==> config.mk <==
export PLATFORM = sky130hd
export DESIGN_NAME = rr_stream_mux
export DESIGN_NICKNAME = d
export VERILOG_FILES = /design/src/rtl/rr_stream_mux.sv
export SDC_FILE = /design/constraint.sdc
export NUM_CORES = 1
export LEC_CHECK = 0
export CORE_AREA = 2 2 40 69
export CTS_CLUSTER_SIZE = 16
export DETAILED_ROUTE_END_ITERATION = 6
export DIE_AREA = 0 0 42 71
export PLACE_DENSITY = 0.77
export SKIP_LAST_GASP = 1
export SLEW_MARGIN = 20
export SYNTH_ARGS = -nofsm -noshare
export SYNTH_HDL_FRONTEND = slang
export SYNTH_SLANG_ARGS = --single-unit
==> constraint.sdc <==
create_clock -name clk_i -period 1.3 [get_ports clk_i]
set_input_delay 0.325 -clock clk_i [delete_from_list [all_inputs] [get_ports clk_i]]
set_output_delay 0.325 -clock clk_i [all_outputs]
set_load 0.1 [all_outputs]
==> src/rtl/rr_stream_mux.sv <==
// -----------------------------------------------------------------------------
// rr_stream_mux
//
// Many-to-one valid/ready stream merger. It collects elements from NUM_ELEM
// independent input channels and forwards at most one per cycle into a
// single registered output slot, tagged with the index of the source channel.
// The output slot refills in the same cycle it drains, so a continuously
// ready consumer sees one element per cycle with no bubbles.
//
// Build option:
//   RR_STREAM_MUX_FAIR_EN  defined   -> round-robin arbitration. A pointer
//                                       remembers the last granted channel
//                                       and the search starts just after it.
//                          undefined -> fixed priority. The lowest-index valid
//                                       channel wins, and no pointer exists.
//
// Parameters:
//   NUM_ELEM    number of input channels (>= 2)
//   ELEM_WIDTH  width of one data element
//
// Ports:
//   clk_i     in   clock, rising edge
//   arst_ni   in   asynchronous active-low reset
//   data_i    in   [NUM_ELEM-1:0][ELEM_WIDTH-1:0] per-channel data
//   valid_i   in   [NUM_ELEM-1:0] per-channel valid
//   ready_o   out  [NUM_ELEM-1:0] per-channel ready (one-hot or zero)
//   data_o    out  [ELEM_WIDTH-1:0] registered selected data
//   index_o   out  [$clog2(NUM_ELEM)-1:0] registered source channel
//   valid_o   out  output slot holds an element
//   ready_i   in   downstream accepts the output this cycle
// -----------------------------------------------------------------------------
module rr_stream_mux #(
    parameter int NUM_ELEM   = 4,
    parameter int ELEM_WIDTH = 8
) (
    input  logic                                 clk_i,
    input  logic                                 arst_ni,
    input  logic [NUM_ELEM-1:0][ELEM_WIDTH-1:0]  data_i,
    input  logic [NUM_ELEM-1:0]                  valid_i,
    output logic [NUM_ELEM-1:0]                  ready_o,
    output logic [ELEM_WIDTH-1:0]                data_o,
    output logic [$clog2(NUM_ELEM)-1:0]          index_o,
    output logic                                 valid_o,
    input  logic                                 ready_i
);

    localparam int IDX_W = $clog2(NUM_ELEM);

    // Output slot registers.
    logic                  valid_q, valid_d;
    logic [ELEM_WIDTH-1:0] data_q,  data_d;
    logic [IDX_W-1:0]      index_q, index_d;

    // Arbiter result.
    logic [NUM_ELEM-1:0]   grant;
    logic [IDX_W-1:0]      grant_idx;
    logic                  grant_any;

    // The slot can take a new element when it is empty or being drained now.
    logic                  load;

`ifdef RR_STREAM_MUX_FAIR_EN
    // Last granted channel. Reset to the top channel so the first search
    // after reset begins at channel 0.
    logic [IDX_W-1:0]      ptr_q, ptr_d;
    logic [IDX_W-1:0]      cand;
`endif

    assign load = !valid_q || ready_i;

    // -------------------------------------------------------------------------
    // Arbiter: looks only at valid_i (and the pointer), never at data_i.
    // -------------------------------------------------------------------------
    always_comb begin
        grant     = '0;
        grant_idx = '0;
        grant_any = 1'b0;
`ifdef RR_STREAM_MUX_FAIR_EN
        cand      = '0;
        // Walk ptr+1, ptr+2, ... wrapping modulo NUM_ELEM; the last candidate
        // is the pointer itself, so a lone requester is always found.
        for (int k = 1; k <= NUM_ELEM; k++) begin
            cand = IDX_W'((int'(ptr_q) + k) % NUM_ELEM);
            if (!grant_any && valid_i[cand]) begin
                grant_any = 1'b1;
                grant_idx = cand;
            end
        end
`else
        for (int k = 0; k < NUM_ELEM; k++) begin
            if (!grant_any && valid_i[k]) begin
                grant_any = 1'b1;
                grant_idx = IDX_W'(k);
            end
        end
`endif
        if (grant_any) begin
            grant[grant_idx] = 1'b1;
        end
    end

    // Gated by reset so no source sees a handshake while the block is held
    // in reset (the slot reads as empty then, which would otherwise open load).
    assign ready_o = grant & {NUM_ELEM{load && arst_ni}};

    // -------------------------------------------------------------------------
    // Next-state for the output slot (and pointer).
    // -------------------------------------------------------------------------
    always_comb begin
        valid_d = valid_q;
        data_d  = data_q;
        index_d = index_q;
`ifdef RR_STREAM_MUX_FAIR_EN
        ptr_d   = ptr_q;
`endif
        if (load) begin
            // Empty input set clears the slot but leaves data/index as they were.
            valid_d = grant_any;
            if (grant_any) begin
                data_d  = data_i[grant_idx];
                index_d = grant_idx;
`ifdef RR_STREAM_MUX_FAIR_EN
                // Pointer moves only on an accepted transfer, so a requester
                // stalled by downstream keeps its turn.
                ptr_d   = grant_idx;
`endif
            end
        end
    end

    always_ff @(posedge clk_i or negedge arst_ni) begin
        if (!arst_ni) begin
            valid_q <= 1'b0;
            data_q  <= '0;
            index_q <= '0;
`ifdef RR_STREAM_MUX_FAIR_EN
            ptr_q   <= IDX_W'(NUM_ELEM - 1);
`endif
        end else begin
            valid_q <= valid_d;
            data_q  <= data_d;
            index_q <= index_d;
`ifdef RR_STREAM_MUX_FAIR_EN
            ptr_q   <= ptr_d;
`endif
        end
    end

    assign valid_o = valid_q;
    assign data_o  = data_q;
    assign index_o = index_q;

    // -------------------------------------------------------------------------
    // Protocol properties.
    // -------------------------------------------------------------------------
    a_ready_onehot0 : assert property (
        @(posedge clk_i) disable iff (!arst_ni) $onehot0(ready_o)
    );

    a_output_hold : assert property (
        @(posedge clk_i) disable iff (!arst_ni)
        (valid_o && !ready_i) |=> (valid_o && $stable(data_o) && $stable(index_o))
    );

endmodule

* Yosys cells after proc, flatten, opt, wreduce, memory -nomap -nowiden
Index checks and enable logic that the tools add are counted.
Word-level totals: bits in registers 11, input bits 39, output and inout port bits 15
Operators by class: $lt $le $gt $ge 2, mux-type cells 12, bitwise gates (word level) 1, reductions and logical operators 11
Operator list (count):
- binary-select mux 8 bit (select 2 bit) | 1
- two-way mux 8 bit | 1
- two-way mux 1 bit | 6
- logical AND 1 bit | 5
- bitwise AND 4 bit | 1
- zero test 1 bit | 4
- two-way mux 2 bit | 2
- two-way mux 4 bit | 1
- less-than comparator 2 x 3 -> 1 bit (second input constant) | 1
- demux 1 bit (select 2 bit) | 1
- >= comparator 2 x 1 -> 1 bit (second input constant) | 1
- AND reduction 2 bit | 1
- logical OR 1 bit | 1

* Logic depth before layout (Yosys ltp)
Gate-level depths: netlist (run 1).
word-level depth 16, depth in mapped cells 5, mapped depth without buffers 3

* Least setup slack after synthesis (run 1)
No wires, ideal clock.
path type register -> output, start register valid_q, in the netlist valid_o, end output ready_o[3], arrival 3.952 ns, data required time 0.975 ns, path slack -2.977 ns, stages on the path, launching flop included 4, cells stage by stage dfrtp_1 -> or2b_1 -> nand2_1 -> nor4_1
Between the ends: cells in the longest elaborated chain, start to end 4
Ends and longest elaborated chain:
- start: declaration | line 50 | logic valid_q, valid_d;
- start signal: assignment | line 140 | valid_q <= valid_d;
- zero test 1 bit | line 69 | assign load = !valid_q || ready_i;
- logical OR 1 bit | line 69
- logical AND 1 bit | line 104 | assign ready_o = grant & {NUM_ELEM{load && arst_ni}};
- bitwise AND 4 bit | line 104
- end: declaration | line 40 | output logic [NUM_ELEM-1:0] ready_o,
No other way between the ends.

* Worst setup path after layout (run 1)
start register valid_q, in the netlist valid_o, end output ready_o[1]
The elaborated chain is that of the path after synthesis.

==> results.toml, run 1 <==
[status]
status = "finished, violations left"
violations = "negative setup slack"

[synth]
netlist_instances = 96
synth_top_cell_by_area = "dfrtp_1"
avgSynthCellArea_um2 = 8.65
ys_types = 24
synth-seq-cells = 11
seq_area_frac_synth_pct = 33.1
synth-edff-count = 0
synth_area_um2 = 831
synth_area_leaders = "dfrtp_1, a32oi_1, a211oi_1, a21o_1, nand3b_1"
synth_nets = 135
synthArstFlopShare_pct = 100
yosysTopAreaCellShare_pct = 33.1
synth_ff_type = "dfrtp_1"
yosysWarnings = 0

[drt]
wl_met1_um = 1190
drt-total-wl_um = 3410
drtAntennaViolNets = 0
dr_wl_met2_um = 1910
dr.pass1.iters = 4
avgRoutedWirePerCell_um = 17.1
top_layer_used = "met4"
routed_via_density = 5.42
met3_length_um = 188
drc = 0
initialDrtViolationCount = 28
via_count = 1079

[setup_path]
r2r-end = "data_o[2]"
crit_cells = 5
endpoint = "ready_o[1]"
path_buf_inv = 3
worstSetupPathType = "reg -> out"
worst-path-max-fanout = 3
start_kind = "flop"
required_ns = 0.98
cp.arrival_ns = 1.49
rr_startpoint = "valid_o"
cp-startpoint = "valid_o"
reg2reg_slack_ns = -0.14
r2r_cells = 6
end_kind = "primary output"
cp_top_family = "simple AND/OR/NAND/NOR gates"
crit_path_cell_trace = "or2b_1 -> buf_4 -> buf_6 -> and3_4 -> buf_12"
cp_slowest_cell = "dfrtp_4"
worst_path_largest_cell_delay_ns = 0.39

[placed_design]
place_ws_ns = -0.629
port_buffers = 53
gp_congestion = 0.866
dp_hpwl_um = 2310

[cells_and_area]
area_growth_pct = 127
multi_input_area_um2 = 567
fillers = 146
drive_gt1_share_pct = 41.6
nets = 213
antenna_cells = 0
regArea_um2 = 279

[pwr]
irDropWorstVdd_v = 0.000925
cellPowerDensity_nw_per_um2 = 906
p_leak_nw = 0.813

[job]
maxCapViolations = 0

[timing]
fmax_mhz = 552
hold_viol = 0
fin_crit_sh_pct = 139
final_max_slew_viol_count = 0
min_period_ns = 1.81
tightest_slew_ns = 0.309
relSlewSlack_pct = 79.2
setup_slack_ns = -0.512
finalSetupViolCount = 15
finalClockSkew_ns = 0.000742
rsz0062_at_grt = "true"
tns_ns = -2.90

[floorplanning]
dieArea_um2 = 2980
core_region_area_um2 = 2430
io_pins = 54
start_util_pct = 34.2
die_x_um = 42
die_h_um = 71
placementRows = 24

[clock_tree]
path_clk_slew_ns = 0.05
clkLatencyLatePin_ns = 0.24
numCtsBuffers = 3
h-tree-depth = 1
clockBufferDepth = 2
clock-sinks = 11
root_buffer = "clkbuf_8"
cts_tree = "done"
postCtsHoldBufs = 0

[global_route]
grt_first_pass_wirelength_um = 5400
grt_max_degree = 17
antenna_found_initial = 0
overflow = 0
track_usage_pct = 23.8
grt_pass1_vias = 1170

[worst_hold_path]
hold_class = "in -> async"
## synthesized netlist by cell type, types with 2 or more instances
cell type  count
dfrtp_1       11
inv_1         11
nand2_1       10
o21ai_0        9
a211oi_1       8
a21o_1         8
a32oi_1        8
nand3b_1       8
buf_2          4
and3_1         2
buf_4          2
buf_6          2
or2_1          2
## state kept, by name, summed over array words and instances, names as in the netlist
register / flops
data_o: 8
valid_o: 1
index_o: 2
## worst register-to-register path, delay by kind of cell, from the launching register on
family | cells | cell delay [ns]
simple gates | 1 | 0.14
buf+inv | 3 | 0.39
compound gates | 2 | 0.31
flops | 1 | 0.46
## cells by family (layout without fill, tap and decap cells)
kind of cell,count (synthesis),in the layout,share of synthesized area (%)
AO/OA/AOI/OAI,36,36,32.4
AND/OR/NAND/NOR,29,30,22.1
flip-flops,11,11,33.1
buffers and inverters,20,96,12.3
## routing by layer
| layer | global-route usage (%) | vias up |
|---|---|---|
| met5 | 0 | - |
| met4 | 11.8 | 0 |
| met3 | 4.59 | 10 |
| met2 | 42.7 | 47 |
| met1 | 25.8 | 519 |
| li1 | - | 503 |
## area by class of cell
class                      count  share of cell area, %
sequential                    11                   14.8
tap                           26                   1.72
timing repair buffer          81                   48.9
inverter                      11                   2.19
clock buffer                   4                   2.39
multi-input combinational     66                   30.0
## how the worst min path moves through the flow
stage              start   endpoint  slack, ns
6_report         arst_ni    valid_o       0.40
5_1_grt          arst_ni    valid_o       0.43
4_1_cts          arst_ni    valid_o       0.42
3_5_place_dp   data_o[1]  data_o[1]       0.55
3_3_place_gp   data_o[7]  data_o[7]       0.55
2_1_floorplan    arst_ni  data_o[0]       0.03
## power breakdown
group          switching, mW  leakage (nW)  total, mW  internal (mW)
Clock                  0.131        0.0228      0.346          0.215
Combinational          0.526         0.665      0.929          0.403
Sequential            0.0485         0.125      0.434          0.385
## metrics by stage
stage / hold slack, ns / power [mW] / util (%) / instance area [um2] / std cells
6_report: 0.403 / 1.71 / 77.6 / 1890 / 199
5_1_grt: 0.427 / 1.76 / 77.6 / 1890 / 199
4_1_cts: 0.422 / 1.69 / 76.2 / 1850 / 197
3_5_place_dp: 0.551 / 1.29 / 67.3 / 1640 / 182
3_3_place_gp: 0.548 / 1.28 / 67.3 / 1640 / 182
2_1_floorplan: 0.0294 / 0.893 / - / 866 / 96
## cell usage in the layout, fill, tap and decap left out, drive strengths merged
| cell type | netlist | routed |
|---|---|---|
| inv | 11 | 11 |
| clkdlybuf4s15 | 0 | 1 |
| nor4 | 2 | 2 |
| clkdlybuf4s50 | 0 | 33 |
| nand3b | 8 | 8 |
| a22oi | 1 | 1 |
| a21o | 8 | 8 |
| nor3 | 2 | 2 |
| dlygate4sd2 | 0 | 2 |
| o31ai | 1 | 1 |
| a211oi | 8 | 8 |
| nand2 | 10 | 10 |
| a21oi | 1 | 1 |
| o21ai | 9 | 9 |
| or2b | 1 | 1 |
| nor2b | 2 | 2 |
| a32oi | 8 | 8 |
| buf | 8 | 45 |
| dfrtp | 11 | 11 |
| and3 | 2 | 2 |
| clkbuf | 1 | 4 |
| or2 | 2 | 3 |
## timing repair
item	in CTS	in global routing
cloned	2	0
buffers inserted	9	3
setup endpoints to repair	16	16
gates resized for setup	36	6
pin swaps	12	8
Power figures use the tool's default switching activity.
==> run 2: changes to the inputs <==
CORE_AREA = 2 2 42 73   (was 2 2 40 69)
DIE_AREA = 0 0 44 75   (was 0 0 42 71)
PLACE_DENSITY = 0.72   (was 0.77)
clock period = 1.45 ns   (was 1.3 ns; I/O delays follow)
==> results.toml, run 2 (synthesis results as in run 1) <==
[drt]
wl_met1_um = 1200
initialDrtViolationCount = 15
drt-total-wl_um = 3280
top_layer_used = "met4"
routed_via_density = 5.38
avgRoutedWirePerCell_um = 16.5
drtAntennaViolNets = 0
via_count = 1066
dr.pass1.iters = 4
dr_wl_met2_um = 1820
met3_length_um = 139
drc = 0

[timing]
finalClockSkew_ns = 0.000743
setup_slack_ns = -0.389
tightest_slew_ns = 0.344
min_period_ns = 1.84
hold_viol = 0
fmax_mhz = 544
fin_crit_sh_pct = 127
final_max_slew_viol_count = 0
tns_ns = -1.39
rsz0062_at_grt = "true"
relSlewSlack_pct = 76.8
finalSetupViolCount = 4

[floorplanning]
die_x_um = 44
placementRows = 25
io_pins = 54
dieArea_um2 = 3300
start_util_pct = 30.9
die_h_um = 75
core_region_area_um2 = 2690

[setup_path]
cp.arrival_ns = 1.48
end_kind = "primary output"
worstSetupPathType = "reg -> out"
start_kind = "flop"
worst-path-max-fanout = 3
path_buf_inv = 2
cp_slowest_cell = "dfrtp_4"
crit_path_cell_trace = "or2b_1 -> nand2_2 -> buf_6 -> nor3_4 -> buf_12"
worst_path_largest_cell_delay_ns = 0.47
required_ns = 1.09
cp_top_family = "flip-flops"

[clock_tree]
numCtsBuffers = 3
clock-sinks = 11
postCtsHoldBufs = 0
cts_tree = "done"
clkLatencyLatePin_ns = 0.24
clockBufferDepth = 2
path_clk_slew_ns = 0.05
h-tree-depth = 1
root_buffer = "clkbuf_8"

[job]
maxCapViolations = 0

[global_route]
grt_first_pass_wirelength_um = 5010
overflow = 0
grt_pass1_vias = 1148
track_usage_pct = 20.4
grt_max_degree = 17
antenna_found_initial = 0

[cells_and_area]
drive_gt1_share_pct = 36.3
nets = 211
antenna_cells = 0
area_growth_pct = 121
layout_commonest_cell = "clkdlybuf4s50_1"
largest_reg_flops = 8
fin_area_um2 = 1830
final_cell_mix = "clkdlybuf4s50_1, buf_4, buf_12"

[placed_design]
port_buffers = 53
dp_hpwl_um = 2500
gp_congestion = 0.843
placed_area_um2 = 1680

[worst_hold_path]
hold_class = "in -> async"

[pwr]
irDropWorstVdd_v = 0.000957
p_leak_nw = 0.791
cellPowerDensity_nw_per_um2 = 826

[status]
violations = "negative setup slack"
status = "finished, violations left"
## run 2: final cells by class
class                      instances  area, um2
tap                               27       33.8
inverter                          11       41.3
timing repair buffer              80        908
multi-input combinational         65        526
fill                             216        857
clock buffer                       4       45.0
sequential                        11        279
## run 2: path summary, 6_finish.rpt
check,startpoint,to,slack (ns),cells after the start
worst min-delay path,arst_ni,valid_o,0.47,2
worst max-delay path,valid_o,ready_o[2],-0.39,5
worst max register to register,valid_o,data_o[4],0.02,5
min in group clk_i,data_o[0],data_o[0],0.56,2
max in group asynchronous,arst_ni,data_o[7],0.68,3
worst min register to register,data_o[0],data_o[0],0.56,2
## run 2: per-layer routing
layer	GRT usage, %	vias up
met1	21.5	520
met5	0	-
met2	38.9	38
met3	2.16	12
li1	-	496
met4	9.76	0
## run 2: power breakdown
group / leakage (nW) / total (mW) / switching [mW] / internal (mW)
Clock: 0.0228 / 0.310 / 0.117 / 0.193
Combinational: 0.643 / 0.816 / 0.463 / 0.353
Sequential: 0.125 / 0.388 / 0.0426 / 0.345
Total: 0.791 / 1.51 / 0.622 / 0.892
## run 2: stage by stage
stage / total power [mW] / utilization, % / hold WS, ns / setup WS, ns / cells
finish: 1.51 / 68.1 / 0.472 / -0.389 / 198
global route: 1.56 / 68.1 / 0.475 / -0.446 / 198
CTS: 1.49 / 65.1 / 0.470 / -0.428 / 193
detailed placement: 1.17 / 62.3 / 0.555 / -0.542 / 188
global placement: 1.16 / 62.3 / 0.549 / -0.500 / 188
floorplan: 0.800 / - / 0.0669 / -0.974 / 96
## run 2: repair_timing
item                       CTS  global route
gates resized for setup     12            16
setup endpoints to repair   15            13
pin swaps                    6             6
setup buffers                1             6
